<file path="src/rtl/fetch_prefetch_queue_pkg.sv">
// Shared definitions for the fetch prefetch queue: opcode field layout,
// reset defaults and the pop-size encoding used between top and FIFO.
package fetch_prefetch_queue_pkg;

  localparam int         DEPTH_DEFAULT    = 4;
  localparam logic [7:0] RESET_PC_DEFAULT = 8'h00;
  localparam logic [1:0] IMM_OP_CODE      = 2'b00;

  localparam int OP_HI = 7;
  localparam int OP_LO = 6;

  typedef enum logic [1:0] {
    POP_NONE = 2'd0,
    POP_ONE  = 2'd1,
    POP_TWO  = 2'd2
  } pop_e;

  function automatic logic is_imm_class(input logic [7:0] code, input logic [1:0] imm_op);
    return (code[OP_HI:OP_LO] == imm_op);
  endfunction

endpackage

</file>
<file path="src/rtl/fetch_prefetch_queue_if.sv">
// ROM request/response, redirect and decode-side handshake of the prefetch queue.
interface fetch_prefetch_queue_if #(
  parameter int PC_W = 8
);
  logic            Mem_Req;
  logic [PC_W-1:0] Mem_Addr;
  logic [7:0]      Mem_RData;
  logic            Redirect_Valid;
  logic [PC_W-1:0] Redirect_PC;
  logic            Out_Valid;
  logic            Out_Ready;
  logic [7:0]      Out_Code;
  logic [7:0]      Out_Imm;
  logic [PC_W-1:0] Out_PC;
  logic            Out_ImmSel;

  modport master (
    output Mem_Req, Mem_Addr, Out_Valid, Out_Code, Out_Imm, Out_PC, Out_ImmSel,
    input  Mem_RData, Redirect_Valid, Redirect_PC, Out_Ready
  );

  modport slave (
    input  Mem_Req, Mem_Addr, Out_Valid, Out_Code, Out_Imm, Out_PC, Out_ImmSel,
    output Mem_RData, Redirect_Valid, Redirect_PC, Out_Ready
  );
endinterface

</file>
<file path="src/rtl/fetch_prefetch_queue_prefetch_fifo.sv">
// Byte+address FIFO with single push, pop of one or two entries, flush,
// and peek of the head and the entry behind it.
module prefetch_fifo
  import fetch_prefetch_queue_pkg::*;
#(
  parameter int DEPTH = DEPTH_DEFAULT,
  parameter int PC_W  = 8
) (
  input  logic                         clk,
  input  logic                         rst,
  input  logic                         flush,
  input  logic                         push,
  input  logic [7:0]                   push_byte,
  input  logic [PC_W-1:0]              push_pc,
  input  pop_e                         pop,
  output logic [7:0]                   head_byte,
  output logic [PC_W-1:0]              head_pc,
  output logic [7:0]                   next_byte,
  output logic [$clog2(DEPTH+1)-1:0]   count
);
  localparam int PW = $clog2(DEPTH);
  localparam int CW = $clog2(DEPTH+1);

  logic [7:0]      data_q [DEPTH];
  logic [PC_W-1:0] addr_q [DEPTH];
  logic [PW-1:0]   head;
  logic [PW-1:0]   tail;
  logic [PW-1:0]   next_idx;
  logic [CW-1:0]   pop_len;

  always_comb begin
    pop_len = '0;
    case (pop)
      POP_ONE: pop_len = CW'(1);
      POP_TWO: pop_len = CW'(2);
      default: pop_len = '0;
    endcase
  end

  // Storage has no reset; occupancy is tracked solely by count/pointers.
  always_ff @(posedge clk) begin
    if (push) begin
      data_q[tail] <= push_byte;
      addr_q[tail] <= push_pc;
    end
  end

  always_ff @(posedge clk) begin
    if (rst || flush) begin
      head  <= '0;
      tail  <= '0;
      count <= '0;
    end else begin
      if (push) tail <= tail + PW'(1);
      head  <= head + PW'(pop_len);
      count <= count + CW'(push) - pop_len;
    end
  end

  assign next_idx  = head + PW'(1);
  assign head_byte = data_q[head];
  assign head_pc   = addr_q[head];
  assign next_byte = data_q[next_idx];

endmodule

</file>
<file path="src/rtl/fetch_prefetch_queue.sv">
// Fetch stage: streams ROM bytes into a prefetch FIFO, assembles one- or
// two-byte instructions for decode, and restarts fetch on redirect.
module fetch_prefetch_queue
  import fetch_prefetch_queue_pkg::*;
#(
  parameter int              DEPTH    = DEPTH_DEFAULT,
  parameter int              PC_W     = 8,
  parameter logic [PC_W-1:0] RESET_PC = PC_W'(RESET_PC_DEFAULT),
  parameter logic [1:0]      IMM_OP   = IMM_OP_CODE
) (
  input logic                    Clk,
  input logic                    Reset,
  fetch_prefetch_queue_if.master bus
);
  localparam int CW = $clog2(DEPTH+1);

  logic [PC_W-1:0] pc;
  logic [PC_W-1:0] req_addr;
  logic            inflight;
  logic            reset_q;
  logic [CW-1:0]   count;
  logic [CW:0]     occupancy;
  logic [7:0]      head_byte;
  logic [7:0]      next_byte;
  logic [PC_W-1:0] head_pc;
  logic            mem_req;
  logic            push;
  logic            head_imm;
  logic            avail;
  logic            out_valid;
  logic [7:0]      out_code;
  logic [7:0]      out_imm;
  logic [PC_W-1:0] out_pc;
  logic            out_imm_sel;
  pop_e            pop;

  // Occupancy counts the outstanding response, so a granted request always has a slot.
  assign occupancy = {1'b0, count} + (CW+1)'(inflight);
  assign mem_req   = !reset_q && !bus.Redirect_Valid && (occupancy < (CW+1)'(DEPTH));
  assign push      = inflight && !bus.Redirect_Valid && !Reset;

  assign bus.Mem_Req  = mem_req;
  assign bus.Mem_Addr = pc;

  always_ff @(posedge Clk) begin
    reset_q <= Reset;
  end

  // Clearing inflight on reset/redirect is what kills a stale ROM response.
  always_ff @(posedge Clk) begin
    if (Reset) begin
      pc       <= RESET_PC;
      inflight <= 1'b0;
    end else if (bus.Redirect_Valid) begin
      pc       <= bus.Redirect_PC;
      inflight <= 1'b0;
    end else begin
      inflight <= mem_req;
      if (mem_req) pc <= pc + PC_W'(1);
    end
  end

  always_ff @(posedge Clk) begin
    if (mem_req) req_addr <= pc;
  end

  prefetch_fifo #(
    .DEPTH (DEPTH),
    .PC_W  (PC_W)
  ) u_fifo (
    .clk       (Clk),
    .rst       (Reset),
    .flush     (bus.Redirect_Valid),
    .push      (push),
    .push_byte (bus.Mem_RData),
    .push_pc   (req_addr),
    .pop       (pop),
    .head_byte (head_byte),
    .head_pc   (head_pc),
    .next_byte (next_byte),
    .count     (count)
  );

  always_comb begin
    head_imm    = is_imm_class(head_byte, IMM_OP);
    avail       = head_imm ? (count >= CW'(2)) : (count >= CW'(1));
    out_valid   = avail && !bus.Redirect_Valid;
    out_code    = '0;
    out_imm     = '0;
    out_pc      = '0;
    out_imm_sel = 1'b0;
    pop         = POP_NONE;
    if (out_valid) begin
      out_code    = head_byte;
      out_pc      = head_pc;
      out_imm_sel = head_imm;
      out_imm     = head_imm ? next_byte : 8'h00;
      if (bus.Out_Ready) pop = head_imm ? POP_TWO : POP_ONE;
    end
  end

  assign bus.Out_Valid  = out_valid;
  assign bus.Out_Code   = out_code;
  assign bus.Out_Imm    = out_imm;
  assign bus.Out_PC     = out_pc;
  assign bus.Out_ImmSel = out_imm_sel;

endmodule

</file>
<file path="src/flat_wrapper.sv">
// flat-port wrapper written by rule: the top's interface ports become plain ports
module fetch_prefetch_queue_flat import fetch_prefetch_queue_pkg::*;
#(
  parameter int              DEPTH    = DEPTH_DEFAULT,
  parameter int              PC_W     = 8,
  parameter logic [PC_W-1:0] RESET_PC = PC_W'(RESET_PC_DEFAULT),
  parameter logic [1:0]      IMM_OP   = IMM_OP_CODE
)
  (Clk, Reset, bus_Mem_Req, bus_Mem_Addr, bus_Out_Valid, bus_Out_Code, bus_Out_Imm, bus_Out_PC, bus_Out_ImmSel, bus_Mem_RData, bus_Redirect_Valid, bus_Redirect_PC, bus_Out_Ready);
  fetch_prefetch_queue_if #(.PC_W(PC_W)) bus_i ();
  input logic Clk;
  input logic Reset;
  output wire logic [$bits(bus_i.Mem_Req)-1:0] bus_Mem_Req;
  output wire logic [$bits(bus_i.Mem_Addr)-1:0] bus_Mem_Addr;
  output wire logic [$bits(bus_i.Out_Valid)-1:0] bus_Out_Valid;
  output wire logic [$bits(bus_i.Out_Code)-1:0] bus_Out_Code;
  output wire logic [$bits(bus_i.Out_Imm)-1:0] bus_Out_Imm;
  output wire logic [$bits(bus_i.Out_PC)-1:0] bus_Out_PC;
  output wire logic [$bits(bus_i.Out_ImmSel)-1:0] bus_Out_ImmSel;
  input wire logic [$bits(bus_i.Mem_RData)-1:0] bus_Mem_RData;
  input wire logic [$bits(bus_i.Redirect_Valid)-1:0] bus_Redirect_Valid;
  input wire logic [$bits(bus_i.Redirect_PC)-1:0] bus_Redirect_PC;
  input wire logic [$bits(bus_i.Out_Ready)-1:0] bus_Out_Ready;
  assign bus_Mem_Req = bus_i.Mem_Req;
  assign bus_Mem_Addr = bus_i.Mem_Addr;
  assign bus_Out_Valid = bus_i.Out_Valid;
  assign bus_Out_Code = bus_i.Out_Code;
  assign bus_Out_Imm = bus_i.Out_Imm;
  assign bus_Out_PC = bus_i.Out_PC;
  assign bus_Out_ImmSel = bus_i.Out_ImmSel;
  assign bus_i.Mem_RData = bus_Mem_RData;
  assign bus_i.Redirect_Valid = bus_Redirect_Valid;
  assign bus_i.Redirect_PC = bus_Redirect_PC;
  assign bus_i.Out_Ready = bus_Out_Ready;
  fetch_prefetch_queue #(.DEPTH(DEPTH), .PC_W(PC_W), .RESET_PC(RESET_PC), .IMM_OP(IMM_OP)) u_core (.Clk(Clk), .Reset(Reset), .bus(bus_i));
endmodule
</file>
<file path="config.mk">
export PLATFORM = sky130hd
export DESIGN_NAME = fetch_prefetch_queue_flat
export DESIGN_NICKNAME = d
export VERILOG_FILES = /design/src/rtl/fetch_prefetch_queue_pkg.sv /design/src/rtl/fetch_prefetch_queue_if.sv /design/src/rtl/fetch_prefetch_queue_prefetch_fifo.sv /design/src/rtl/fetch_prefetch_queue.sv /design/src/flat_wrapper.sv
export SDC_FILE = /design/constraint.sdc
export NUM_CORES = 1
export LEC_CHECK = 0
export ABC_CLOCK_PERIOD_IN_PS = 2400
export BUFFER_PORTS_ARGS = -buffer_cell sky130_fd_sc_hd__buf_2
export CORE_MARGIN = 4
export CORE_UTILIZATION = 51
export DETAILED_ROUTE_END_ITERATION = 7
export PLACE_DENSITY = 0.86
export SETUP_SLACK_MARGIN = 0.5
export SLEW_MARGIN = 20
export SYNTH_ARGS = -nofsm -noshare
export SYNTH_HDL_FRONTEND = slang
export SYNTH_SLANG_ARGS = --single-unit
</file>
<file path="constraint.sdc">
create_clock -name Clk -period 2.4 [get_ports Clk]
set_input_delay 0.36 -clock Clk [delete_from_list [all_inputs] [get_ports Clk]]
set_output_delay 0.36 -clock Clk [all_outputs]
set_load 0.01 [all_outputs]
</file>
==> out/qor.csv <==
stage,metric,value,unit
power,clkPwrFrac,36.8,%
synth,synth_ff_type,edfxtp_1,
clocking,cts_hold_buf,0,
synth,syn_inst,235,
power,p_int,2.233,mW
power,power.density,603.6,nW/um^2
placed_design,gp_congestion,0.7886,
clocking,root_buffer,clkbuf_8,
power,irDropWorstVdd,0.2811,mV
cells_and_area,fin_area,4755,um^2
setup_path,cpMostUsedCell,xnor2_2,
placed_design,dpl.hpwl,5.215,mm
synth,ys_seq_area_share,64.89,%
power,power_frac_seq,59.5,%
global_routing,antenna_found_initial,0,
global_routing,grt_pass1_vias,2376,
cells_and_area,drive_gt1_share,43.57,%
setup_path,crit_required,2640,ps
cells_and_area,final_core_util,65.20,%
setup_path,cp_cell_sequence,mux4_2 > buf_4 > o2111a_2 > xnor2_2 > ha_4 > fa_2 > xnor2_2 > xnor2_1 > nor3_1,
cells_and_area,nNetsFinal,342,
sta,finalCritPeriodShare,105.7,%
detailed_routing,drt_iter0_drc,150,
setup_path,crit_fanout,2,
synth,ys_types,36,
clocking,clk_pin_slew,90,ps
sta,setup_tns,-860.4,ps
power,leakage,1.736,nW
global_routing,grt_pass1_wl,12.54,mm
floorplan,die_w,94.96,um
power,p_comb_share,3.7,%
sta,fin_skew,5.996,ps
job,drv_cap,0,
synth,ys_seq_elements,89,
floorplan,initial_utilization,52.88,%
setup_path,crit_type,reg2reg,
placed_design,placedInstanceArea,4353,um^2
sta,whs,228.2,ps
setup_path,crit_buf_inv,1,
detailed_routing,drc,0,
sta,setup_violations,25,
clocking,clock_path_buffers,2,
global_routing,grt_usage,19.05,%
synth,synth_async_sr_flop_share,0,%
sta,timing.fmax,394.4,MHz
setup_path,cp_slowest_cell,mux4_2,
floorplan,die_h,94.96,um
min_path,min_path_type,in2reg,
setup_path,cp-end-kind,register,
min_path,min_path_cells,1,
detailed_routing,dr.pass1.iters,5,
synth,synth_nets,263,
floorplan,core,7292,um^2
floorplan,die_area,9016,um^2
sta,worst_pin_slew,685.7,ps
cells_and_area,diodes,0,
clocking,h-tree-depth,3,
power,sw_frac_of_total,22.18,%
synth,syn_area,3856,um^2
synth,avgSynthCellArea,16.41,um^2
clocking,cts_num_sinks,89,
detailed_routing,vias_per_cell,5.703,
global_routing,grt_max_degree,20,
detailed_routing,wl,8.031,mm
detailed_routing,wl_per_cell,19.21,um
sta,worst_slack,-135.8,ps
cells_and_area,area_growth,23.30,%
floorplan,pin_count,55,
detailed_routing,ant_nets,0,
synth,synth_warnings,0,
setup_path,ff2ff_path_depth,9,
floorplan,rows,31,
sta,rsz0062_at_grt,true,
cells_and_area,layout_commonest_cell,edfxtp_1,
power,p_sw,0.6366,mW
global_routing,overflow,0,
clocking,clk_latency,350,ps
setup_path,critPathLaunchType,register,
setup_path,crit_path_max_incr_delay,510,ps
clocking,cts_tree,built,
sta,hold_violations,0,
setup_path,path_delay_family,adder cells,
detailed_routing,via_count,2384,
outcome,status,finished with violations,
setup_path,arrival,2770,ps
placed_design,port_buffers,54,
cells_and_area,final_cell_mix,"edfxtp_1 (72), buf_2 (52), mux4_2 (22)",
synth,synth_edf_count,72,
sta,slew_headroom,54.12,%
sta,maxSlewViolCount,0,
sta,period_needed,2536,ps
setup_path,cp.depth,9,
clocking,cts_made_buffers,9,
outcome,failed_checks,negative setup slack,
-- worst register-to-register path, stage by stage (launching register included) --
cell and delay [ps]:
edfxtp_1 430, mux4_2 510, buf_4 160, o2111a_2 280, xnor2_2 150, ha_4 170
fa_2 390, xnor2_2 140, xnor2_1 140, nor3_1 60
-- synthesized netlist by cell type, types with 2 or more instances --
library cell | number | area, um^2
xnor2_1 | 5 | 43.79
nor2b_1 | 19 | 118.9
mux4_1 | 2 | 52.55
nor3_1 | 4 | 20.02
mux4_2 | 22 | 495.5
or3_1 | 4 | 25.02
o311ai_0 | 3 | 26.28
a21oi_1 | 2 | 10.01
nand3_1 | 5 | 25.02
mux2i_1 | 2 | 20.02
inv_1 | 4 | 15.01
clkbuf_1 | 7 | 26.28
and2_1 | 11 | 68.82
buf_4 | 2 | 15.01
and3_1 | 7 | 43.79
dfxtp_1 | 17 | 340.3
a222oi_1 | 3 | 30.03
edfxtp_1 | 72 | 2162
ha_1 | 7 | 87.58
nand2_1 | 9 | 33.78
buf_2 | 2 | 10.01
a31oi_1 | 5 | 31.28
nor2_1 | 8 | 30.03
-- flip-flops by register name, indices dropped and copies added (netlist names) --
signal                cells
u_core.req_addr           8
u_core.u_fifo.data_q     32
u_core.u_fifo.head        2
u_core.bus.Mem_Addr       8
u_core.u_fifo.addr_q     32
u_core.reset_q            1
u_core.u_fifo.tail        2
u_core.u_fifo.count       3
u_core.inflight           1
-- cell families after synthesis --
logic type	after synthesis	share of synthesized area (%)
multiplexers	26	14.73
AND/OR/NAND/NOR	70	10.12
adder cells (fa/ha/maj)	8	2.790
flip-flops	89	64.89
XOR/XNOR	5	1.136
buffers and inverters	17	2.109
AO/OA/AOI/OAI	20	4.218
-- per-layer routing --
layer / up-vias / global-route usage, % / part of all wire (%)
met1: 1196 / 25.00 / 41
met5: - / 0 / 0
met2: 95 / 31.65 / 52
met4: 0 / 5.889 / 1.1
li1: 1086 / - / -
met3: 7 / 4.462 / 5.7
-- final timing paths --
path | start | to | slack (ps)
worst min-delay path | bus_Mem_RData[7] | u_core.u_fifo.data_q[2][7] | 230
worst max register to register | u_core.u_fifo.data_q[2][7] | u_core.u_fifo.count[2] | -140
worst max-delay path | u_core.u_fifo.data_q[2][7] | u_core.u_fifo.count[2] | -140
worst min register to register | u_core.req_addr[0] | u_core.u_fifo.addr_q[1][0] | 520
-- repair_timing --
item	CTS	global route
cloned	2	0
setup endpoints to repair	30	32
pin swaps	5	1
buffers inserted	5	3
gates resized for setup	13	12
-- power groups by stage --
stage / Combinational [mW] / Clock (mW) / Sequential [mW]
finish: 0.107 / 1.06 / 1.71
global route: 0.117 / 1.15 / 1.71
floorplan: 0.0463 / 0 / 1.74
CTS: 0.104 / 1.07 / 1.71
global placement: 0.0948 / 0 / 1.74
detailed placement: 0.0982 / 0 / 1.74
-- through the flow --
| stage | setup slack, ps | power, mW | instances |
|---|---|---|---|
| CTS | -68.88 | 2.879 | 415 |
| global placement | -21.25 | 1.835 | 392 |
| detailed placement | -100.1 | 1.840 | 392 |
| global route | -171.5 | 2.977 | 418 |
| floorplan | -173.2 | 1.784 | 235 |
| finish | -135.8 | 2.870 | 418 |
-- cell type report --
cell class | instances | area, um^2
fillers | 512 | 2537
clock inverters | 7 | 85.08
flip-flops and latches | 89 | 2509
well taps | 99 | 123.9
repair buffers | 78 | 506.7
inverters | 5 | 22.52
clock buffers | 9 | 123.9
multi-input cells | 131 | 1384
Note: power is estimated with default switching activity, not from simulation.
